$ cat src/rtl/fpu_issue_ctrl.sv
// Issue controller and writeback scheduler for the fadd/fmul/ftoi/itof FPU units.
// A latency reservation ring keeps unit results from ever colliding on the shared writeback port.
module fpu_issue_ctrl #(
  parameter int unsigned LAT_FADD = 3,
  parameter int unsigned LAT_FMUL = 2,
  parameter int unsigned LAT_FTOI = 1,
  parameter int unsigned LAT_ITOF = 2,
  parameter int unsigned TAG_W    = 5
) (
  input  logic             clk,
  input  logic             rst,
  input  logic             issue_valid,
  output logic             issue_ready,
  input  logic [1:0]       issue_op,
  input  logic [TAG_W-1:0] issue_tag,
  input  logic [31:0]      issue_a,
  input  logic [31:0]      issue_b,
  output logic [31:0]      unit_a,
  output logic [31:0]      unit_b,
  output logic             fadd_stage1_valid,
  output logic             fmul_stage1_valid,
  output logic             ftoi_stage1_valid,
  output logic             itof_stage1_valid,
  input  logic [31:0]      fadd_y,
  input  logic             fadd_valid,
  input  logic [31:0]      fmul_y,
  input  logic             fmul_valid,
  input  logic [31:0]      ftoi_y,
  input  logic             ftoi_valid,
  input  logic [31:0]      itof_y,
  input  logic             itof_valid,
  input  logic             flush,
  output logic             wb_valid,
  output logic [TAG_W-1:0] wb_tag,
  output logic [31:0]      wb_data,
  output logic [3:0]       inflight,
  output logic             lat_err
);

  typedef enum logic [1:0] {
    OP_FADD = 2'd0,
    OP_FMUL = 2'd1,
    OP_FTOI = 2'd2,
    OP_ITOF = 2'd3
  } op_e;

  typedef struct packed {
    logic             v;
    op_e              unit;
    logic [TAG_W-1:0] tag;
  } slot_t;

  localparam logic [2:0] LAT_FADD_C = 3'(LAT_FADD);
  localparam logic [2:0] LAT_FMUL_C = 3'(LAT_FMUL);
  localparam logic [2:0] LAT_FTOI_C = 3'(LAT_FTOI);
  localparam logic [2:0] LAT_ITOF_C = 3'(LAT_ITOF);

  // Slot k holds the operation whose unit result is valid k cycles from now.
  slot_t       slot_q [8];
  slot_t       slot_d [8];
  logic [2:0]  lat_sel;
  logic [2:0]  ins_idx;
  logic        fire;
  logic [31:0] res_y;
  logic        res_v;

  assign unit_a = issue_a;
  assign unit_b = issue_b;

  // NOTE: every signal gets a default before any branch, so no path leaves it unassigned and no latch is inferred.
  always_comb begin
    lat_sel = LAT_FADD_C;
    unique case (issue_op)
      2'd0: lat_sel = LAT_FADD_C;
      2'd1: lat_sel = LAT_FMUL_C;
      2'd2: lat_sel = LAT_FTOI_C;
      2'd3: lat_sel = LAT_ITOF_C;
    endcase
    ins_idx = lat_sel - 3'd1;

    // Slot L before the shift becomes slot L-1 after it, which is where this op would land.
    issue_ready = !rst && !flush && !slot_q[lat_sel].v;
    fire        = issue_valid && issue_ready;

    fadd_stage1_valid = fire && (issue_op == OP_FADD);
    fmul_stage1_valid = fire && (issue_op == OP_FMUL);
    ftoi_stage1_valid = fire && (issue_op == OP_FTOI);
    itof_stage1_valid = fire && (issue_op == OP_ITOF);
  end

  always_comb begin
    res_y = fadd_y;
    res_v = fadd_valid;
    unique case (slot_q[0].unit)
      OP_FADD: begin res_y = fadd_y; res_v = fadd_valid; end
      OP_FMUL: begin res_y = fmul_y; res_v = fmul_valid; end
      OP_FTOI: begin res_y = ftoi_y; res_v = ftoi_valid; end
      OP_ITOF: begin res_y = itof_y; res_v = itof_valid; end
    endcase
  end

  always_comb begin
    for (int k = 0; k < 7; k++) slot_d[k] = slot_q[k+1];
    slot_d[7] = '0;
    if (fire) slot_d[ins_idx] = '{v: 1'b1, unit: op_e'(issue_op), tag: issue_tag};
    if (flush) begin
      for (int k = 0; k < 8; k++) slot_d[k].v = 1'b0;
    end
  end

  always_comb begin
    inflight = '0;
    for (int k = 0; k < 8; k++) inflight = inflight + 4'(slot_q[k].v);
  end

  // NOTE: state updates use non-blocking assignments so every register samples pre-edge values.
  always_ff @(posedge clk) begin
    if (rst) begin
      for (int k = 0; k < 8; k++) slot_q[k] <= '0;
      wb_valid <= 1'b0;
      wb_tag   <= '0;
      wb_data  <= '0;
      lat_err  <= 1'b0;
    end else begin
      slot_q   <= slot_d;
      wb_valid <= slot_q[0].v && !flush;
      if (slot_q[0].v && !flush) begin
        wb_tag  <= slot_q[0].tag;
        wb_data <= res_y;
      end
      // Results emerging without a reservation (after flush or reset) never reach this check.
      if (slot_q[0].v && !res_v) lat_err <= 1'b1;
    end
  end

endmodule

$ cat config.mk
export PLATFORM = sky130hd
export DESIGN_NAME = fpu_issue_ctrl
export DESIGN_NICKNAME = d
export VERILOG_FILES = /design/src/rtl/fpu_issue_ctrl.sv
export SDC_FILE = /design/constraint.sdc
export NUM_CORES = 1
export LEC_CHECK = 0
export CORE_AREA = 2 2 125 127
export CTS_CLUSTER_DIAMETER = 50
export DETAILED_ROUTE_END_ITERATION = 10
export DIE_AREA = 0 0 127 129
export PLACE_DENSITY_LB_ADDON = 0.25
export SYNTH_ARGS = -nofsm -noshare
export SYNTH_HDL_FRONTEND = slang
export SYNTH_SLANG_ARGS = --single-unit
$ cat constraint.sdc
create_clock -name clk -period 4.2 [get_ports clk]
set_input_delay 0.84 -clock clk [delete_from_list [all_inputs] [get_ports clk]]
set_output_delay 0.84 -clock clk [all_outputs]
set_load 0.005 [all_outputs]
==> results of run 1 <==
-- cell type report --
cell class	instances	area, um2
fillers	1416	8350
inverters	12	45.0
repair buffers	197	1940
flip-flops and latches	103	2070
well taps	188	235
clock inverters	7	101
multi-input cells	270	2010
clock buffers	9	225
-- cells in the final DEF, fill, tap and decap left out, types with 2 or more instances in the layout --
cell,synthesis,final
clkdlybuf4s50_1,0,187
dfxtp_1,103,101
mux2i_1,69,69
nor2b_1,31,31
o22ai_1,31,31
a21o_1,31,31
a21oi_1,18,18
nand3_1,15,15
nor2_1,15,14
o21ai_0,14,14
inv_1,12,12
clkbuf_16,0,9
conb_1,1,8
buf_4,65,7
o21a_1,5,5
and2_1,4,4
fa_1,4,4
clkinv_8,0,4
nor3b_1,3,3
ha_1,3,3
nand2b_1,2,2
-- synth_stat cells --
| master | count |
|---|---|
| mux2i_1 | 69 |
| a211o_1 | 1 |
| o22ai_1 | 31 |
| nand2_1 | 1 |
| nand3_1 | 15 |
| ha_1 | 3 |
| clkbuf_1 | 12 |
| nand4bb_1 | 1 |
| buf_4 | 65 |
| and2b_1 | 1 |
| dfxtp_1 | 103 |
| nor4b_2 | 1 |
| or2_2 | 1 |
| o21ai_0 | 14 |
| nand2b_1 | 2 |
| a21boi_0 | 1 |
| or3b_2 | 1 |
| buf_8 | 3 |
| and3_1 | 1 |
| o21a_1 | 5 |
| nor3_1 | 1 |
| conb_1 | 1 |
| o21ai_1 | 1 |
| nor3b_2 | 1 |
| nor2b_1 | 31 |
| inv_1 | 12 |
| buf_2 | 8 |
| or4b_1 | 1 |
| fa_1 | 4 |
| and2_1 | 4 |
| a21o_1 | 31 |
| nor3b_1 | 3 |
| nor2_1 | 15 |
| xnor2_1 | 1 |
| or4b_4 | 1 |
| buf_6 | 2 |
| a21oi_1 | 18 |
| mux4_2 | 1 |
| buf_1 | 4 |
| a31o_2 | 1 |
-- registers in the layout, summed over array words and instances (netlist names) --
name / count
lat_err: 1
slot_q: 64
wb_data: 32
wb_tag: 5
wb_valid: 1
-- how the worst max path moves through the flow --
stage / from / endpoint / slack [ns] / cells after the start
2_1_floorplan: slot_q[7] / inflight[2] / 0.83 / 9
3_3_place_gp: slot_q[7] / inflight[1] / 0.25 / 10
3_5_place_dp: slot_q[7] / inflight[2] / 0.23 / 10
4_1_cts: slot_q[7] / inflight[2] / 0.08 / 10
5_1_grt: slot_q[7] / inflight[1] / 0.002 / 10
6_report: slot_q[7] / inflight[1] / 0.14 / 10
-- metal layers --
metal | track usage, % | wire length, um
met5 | 0 | 0
met2 | 27.7 | 6380
met3 | 6.61 | 1300
met4 | 5.69 | 259
met1 | 18.3 | 5350
-- stage by stage --
stage	instances	util [%]	total power, mW	setup WS, ns	hold WS, ns
after floorplan	479	-	1.15	0.826	0.413
after global placement	770	42.1	1.26	0.249	0.417
after detailed placement	770	42.1	1.26	0.227	0.420
after CTS	786	44.3	2.15	0.0761	0.441
after global routing	786	44.3	2.21	0.00225	0.457
final	786	44.3	2.11	0.142	0.438
-- power breakdown --
| part | switching (mW) | internal [mW] |
|---|---|---|
| clock network | 0.431 | 0.437 |
| logic | 0.0745 | 0.161 |
| registers | 0.0111 | 0.994 |
| total | 0.516 | 1.59 |
-- repair_timing --
action | CTS | global route
pin swaps | 0 | 0
resized for setup | 2 | 3
setup buffers | 0 | 0
hold buffers | 0 | 0
endpoints found under the setup margin | 2 | 2
-- cell families after synthesis --
| logic type | Yosys count |
|---|---|
| muxes | 70 |
| xor gates and xnor gates | 1 |
| buffers and inverters | 106 |
| adders and majority gates | 7 |
| AOI/OAI and AO/OA | 103 |
| DFF | 103 |
| and+or+nand+nor | 81 |
| other | 1 |
==> results.toml, run 1 <==
[status]
status = "finished, final reports clean"

[yosys]
ys_top_cells_by_area = "dfxtp_1 43%, mux2i_1 15%, buf_4 10%, a21o_1 4.9%, nor2b_1 4.1%"
synth.top_cell.area_share_pct = 43.4
syn_area_per_cell_um2 = 10.1
yosys.cell_types.count = 40
synth.largest_area_cell = "dfxtp_1"
synth_top_family_by_area = "multiplexers"
yosysSeqAreaShare_pct = 43.4
syn_inst = 472
synth-seq-cells = 103
synthAdderAreaFrac_pct = 2.48
synth-simple-area-share_pct = 10.2
yosys_warnings = 0
syn_area_um2 = 4750
synth.area.mux_share_pct = 15.0
synth_compound_area_share_pct = 13.8
synthXorXnorAreaFrac_pct = 0.185

[floorplanning]
die_h_um = 129
initial_core_util_pct = 31.7
core_um2 = 15000
die_w_um = 127
std_cell_rows = 45
top_level_ports = 319
dieArea_um2 = 16400

[sta]
rsz0062_at_grt = "no"
skew_ns = 0.00765
max_clock_freq_mhz = 246
max_slew.worst_pin.slew_ns = 1.12
relSlewSlack_pct = 25.6
fin_tns_setup_ns = 0
setup_viol = 0
drv_slew = 0
fin_crit_sh_pct = 96.6
finalCriticalPeriod_ns = 4.06
finalHoldViolCount = 0

[worst_setup_path]
cp.required_ns = 3.36
cp.arrival_ns = 3.22
crit_path_max_incr_delay_ns = 0.53
path_cells = "fa_1 > inv_1 > fa_1 > fa_1 > inv_1 > ha_1 > inv_1 > fa_1 > inv_1 > dlygate4sd2_1"
cpMaxStageDelayCell = "fa_1"
reg2regPathDepth = 3
rrSetupSlack_ns = 2.30
worstSetupStartpointType = "register"
crit_path_max_fanout = 2
path_delay_family = "adder cells"
r2r_start = "slot_q[62]"
timing.rr.end = "wb_data[30]"
path_buf_inv = 5
crit_path_end_kind = "output port"
critPathKind = "register to output port"

[routing]
vias = 3704
drtPass1Iterations = 4
ant_nets = 0
drt-initial-drc-count = 139
via_per_inst = 4.71
postRouteWirelength_um = 13300
wl_per_cell_um = 16.9
drc_errors = 0

[clock_network]
cts.sinks = 103
cts-root-buf = "clkbuf_16"
clock_path_buffers = 2
cts_max_level = 3
clock_latency_ns = 0.36
cts_buffers = 9
path_clk_slew_ns = 0.08
cts_tree = "yes"

[placed_design]
hpwlAfterDp_um = 10300
dpl_cell_area_um2 = 6310
portBuffers = 190
globalplace.congestion = 0.806

[global_route]
grt_pass1_vias = 3775
grt_overflow = 0
grt_pass1_wl_um = 20300
antenna_found_initial = 0
grtUsageTotal_pct = 16.2
grt_max_degree = 66

[pwr]
p_leak_nw = 2.62
power-per-cell-area_nw_per_um2 = 318
ir_drop_mv = 0.286

[worst_hold_path]
min_from = "slot_q[3]"
min_to = "slot_q[11]"
hp-class = "register to register"
holdPathStages = 1

[final_layout]
syn_to_final_growth_pct = 39.7
finalInstanceArea_um2 = 6630
fin_nets = 807
antenna_cells = 0
layout-drive-gt1-share_pct = 5.85

[job]
cap_viol_max_count = 0
No activity file was read; power rests on OpenSTA's default activity.
==> inputs of run 2 (changes only) <==
Settings changed: CAP_MARGIN set to 20, TNS_END_PERCENT set to 20.
==> results of run 2 <==
No change in the layout: final DEF, timing and power equal those of run 1.
==> RTL edit 1, RTL diff (settings of run 2) <==
Reset style: asynchronous (`rst`), changed in one clocked block.
--- a/src/rtl/fpu_issue_ctrl.sv
+++ b/src/rtl/fpu_issue_ctrl.sv
@@ -115,5 +115,5 @@
 
   // NOTE: state updates use non-blocking assignments so every register samples pre-edge values.
-  always_ff @(posedge clk) begin
+  always_ff @(posedge clk or posedge rst) begin
     if (rst) begin
       for (int k = 0; k < 8; k++) slot_q[k] <= '0;
Check against the original RTL: differs if rst is asserted again (counterexample within 4 cycles, from zero or initial values and one cycle with rst high); with rst held inactive, the same outputs for 4 cycles.
==> RTL edit 1 against run 2 <==
Wire length decreased by 9.1%; synthesized area increased by 7.7%; register-to-register slack got worse by 270 ps; sequential cell count unchanged; design area increased by 5.2%; worst setup slack got worse by 66 ps; highest routed layer is now met5; sequential share of layout area increased by 5.8 points; count of clock-buffer cells in the layout unchanged; die area unchanged.
Power is not compared: it rests on default switching activity, and its combinational part moved more than twofold at a synthesized area within 25%.
==> RTL edit 1: results (changes against run 2) <==
worstMarginPinSlew_ps: 911  # -205 ps
cts_resized: 1  # -1
yosys.cell_types.count: 29  # -28%
outcome: "finished, final reports clean"
antenna_found_initial: 1  # +1
critPathSlowestCell: "fa_2"
multi_input_area_mm2: 0.00181  # -10%
nets: 672  # -17%
grt_pass1_vias: 3382  # -10%
fmax_ghz: 0.242  # -1.6%
pre_cts_ws_ps: 102  # -125 ps
hold_end: "slot_q[16]$_DFF_PP0_"
hold_start: "slot_q[8]$_DFF_PP0_"
yosys.area_share.xor_xnor_pct: 0.171  # -0.013 points
cp-startpoint: "slot_q[15]$_DFF_PP0_"
final.fill_count: 1301  # -8.1%
synth_common_cells: "dfrtp_1 (103), buf_4 (67), clkbuf_1 (30), mux4_2 (30), mux2_4 (28)"
synthArstFlopShare_pct: 100  # +100 points
grt_max_degree: 76  # +15%
min_path_type: "reg -> reg"
grt_first_pass_wirelength_mm: 18.1  # -11%
clk_latency_ps: 340  # -20 ps
place_area_mm2: 0.00665  # +5.4%
first_iter_violations: 108  # -22%
synth_mux_area_share_pct: 28.5  # +13 points
track_usage_pct: 14.6  # -1.5 points
reg2reg_slack_ps: 2030  # -270 ps
drive_gt1_share_pct: 24.7  # +19 points
clkTransAtPathRegs_ps: 70
slowest_delay_ps: 560  # +30 ps
final.setup_skew_ps: 4.94  # -2.71 ps
synthAdderAreaFrac_pct: 2.30  # -0.18 points
stdcell_count: 650  # -17%
r2r_end: "wb_data[29]$_DFFE_PP0P_"
hpwlAfterDp_mm: 9.31  # -9.6%
syn_inst: 348  # -26%
seq_area_frac_synth_pct: 50.4  # +7.0 points
r2r_start: "slot_q[62]$_DFF_PP0_"
whs_ps: 350  # -88.3 ps
wirelength_mm: 12.1  # -9.1%
synth_compound_area_share_pct: 0.954  # -13 points
via_per_inst: 4.65  # -1.3%
finalWeightedCongestion: 0.753  # -6.6%
==> RTL edit 1: cell types whose count changed after synthesis, sizes merged, moves of 32 or more <==
cell / delta
dfrtp: +103
dfxtp: -103
mux2: +53
mux4: +32
mux2i: -69
==> RTL edit 1: cell type report <==
class | count | area share (%)
tap | 188 | 3.37
inverter | 14 | 0.789
multi-input combinational | 132 | 25.9
clock buffer | 9 | 3.23
sequential | 103 | 37.0
timing repair buffer | 198 | 28.3
clock inverter | 6 | 1.43
==> RTL edit 1: cells by family (layout without fill, tap and decap cells) <==
group,Yosys count,after routing
AOI/OAI and AO/OA,7,7
muxes,86,86
other,1,8
buffers and inverters,120,227
DFF,103,103
adders and majority gates,7,7
and+or+nand+nor,23,23
xor gates and xnor gates,1,1
==> RTL edit 1: layer usage <==
layer	track usage, %	share of wire [%]	up-vias
met4	8.14	3.9	2
met5	0	0.16	-
met2	26.6	51	152
met3	5.20	10	58
met1	14.6	34	1484
li1	-	-	1326
==> RTL edit 2, RTL diff (config.mk and constraints of run 2) <==
Without the edit above. The parameter `TAG_W` goes from 5 to 6.
--- a/src/rtl/fpu_issue_ctrl.sv
+++ b/src/rtl/fpu_issue_ctrl.sv
@@ -6,5 +6,5 @@
   parameter int unsigned LAT_FTOI = 1,
   parameter int unsigned LAT_ITOF = 2,
-  parameter int unsigned TAG_W    = 5
+  parameter int unsigned TAG_W    = 6
 ) (
   input  logic             clk,
Ports: changed (resized issue_tag and wb_tag); port bits go from 319 to 321. No check against the original RTL was run, so the function may have changed too.
==> RTL edit 2 against run 2 <==
Wire length decreased by 0.43%; sequential power increased by 9%; combinational power increased by 2%; sequential cell count increased by 9; design area increased by 4.5%; global-route usage decreased by 0.50 points; worst setup slack improved by 67 ps; synthesized area increased by 5.7%; critical path depth unchanged; non-clock buffer count increased by 2; total power increased by 6.4%; critical endpoint unchanged.
==> RTL edit 2: results (changes against run 2) <==
p_total_mw: 2.24  # +6.4%
cts_buffers: 9  # unchanged
p_int_mw: 1.73  # +8.8%
top_register: "slot_q"
final.setup_skew_ps: 7.36  # -0.291 ps
synth_area_leaders: "dfxtp_1 (45%), mux2i_1 (14%), buf_4 (9.9%)"
synth_compound_area_share_pct: 13.6  # -0.14 points
track_usage_pct: 15.7  # -0.50 points
synth_common_cells: "dfxtp_1 (112), mux2i_1 (70), buf_4 (66)"
place_area_mm2: 0.00659  # +4.5%
seq_area_frac_synth_pct: 44.7  # +1.3 points
pre_cts_ws_ps: 235  # +7.72 ps
reg_top3: "slot_q (72), wb_data (32), wb_tag (6)"
cellLeakagePower_nw: 2.74  # +4.6%
nets: 835  # +3.5%
final.fill_count: 1386  # -2.1%
clk_latency_ps: 350
wirelength_mm: 13.2  # -0.43%
first_iter_violations: 136  # -2.2%
grt_first_pass_wirelength_mm: 20.1  # -1.1%
hpwlAfterDp_mm: 10.4  # +0.74%
cp.arrival_ps: 3150  # -70 ps
finalWeightedCongestion: 0.790  # -2.1%
synth_mux_area_share_pct: 14.4  # -0.61 points
cts_root_buf: "clkbuf_16"
comb_power_share_pct: 10.7  # -0.5 points
largest_reg_flops: 72  # +13%
multi_input_area_mm2: 0.00210  # +4.3%
worstMarginPinSlew_ps: 889  # -227 ps
grt_pass1_vias: 3720  # -1.5%
outcome: "finished, final reports clean"
yosys.cell_types.count: 38  # -5.0%
grt_max_degree: 53  # -20%
synthAdderAreaFrac_pct: 2.34  # -0.13 points
ir_drop_mv: 0.378  # +32%
powerSeq_mw: 1.09  # +9%
yosys.area_share.xor_xnor_pct: 0.175  # -0.0099 points
dp_cells: 797  # +3.5%
synth_area_per_cell_um2: 10.1  # +0.38%
stdcell_count: 813  # +3.4%
port_buffers: 192  # +1.1%
drive_gt1_share_pct: 5.76  # -0.093 points
## RTL edit 2: cell count changes in the layout (fill, tap and decap cells not counted), moves of 2 or more
cell and delta:
clkdlybuf4s50_1 +2, nor2b_1 +4, a21oi_1 +3, nand3_1 +3
o21ai_0 +4, dfxtp_1 +9
## RTL edit 2: metal layers
metal | track usage [%] | share of wire (%) | routed length [um] | up-vias
met5 | 0 | 0 | 0 | -
met4 | 5.62 | 2.0 | 270 | 0
met3 | 5.20 | 8.8 | 1160 | 20
met2 | 27.0 | 47 | 6270 | 192
met1 | 18.3 | 42 | 5530 | 1736
li1 | - | - | - | 1893
## RTL edit 2: final timing paths
| path | to | from | slack, ps | cells past startpoint |
|---|---|---|---|---|
| hold / removal | slot_q[18]$_SDFF_PP0_ | slot_q[9]$_SDFF_PP0_ | 440 | 1 |
| setup reg to reg | wb_data[30]$_SDFFE_PP0P_ | slot_q[70]$_SDFF_PP0_ | 2230 | 4 |
| hold reg to reg | slot_q[18]$_SDFF_PP0_ | slot_q[9]$_SDFF_PP0_ | 440 | 1 |
| setup / recovery | inflight[1] | slot_q[8]$_SDFF_PP0_ | 210 | 10 |
## RTL edit 2: what timing repair did
item	in CTS	in global routing
resized for setup	1	4
hold buffers	0	0
pin swaps	0	1
endpoints found under the setup margin	2	2
## RTL edit 2: critical path, cell delays in order, from the launching register on
cell and delay [ps]:
dfxtp_2 330, fa_1 530, inv_1 50, fa_1 530
fa_1 420, inv_1 70, ha_1 160, inv_1 50
fa_1 480, inv_1 40, dlymetal6s2s_1 140
## RTL edit 2: final cells by class
class                      count  share of cell area (%)
clock inverter                 7                    1.59
timing repair buffer         199                    28.4
sequential                   112                    32.4
inverter                      12                   0.650
tap                          188                    3.40
clock buffer                   9                    3.25
multi-input combinational    286                    30.3
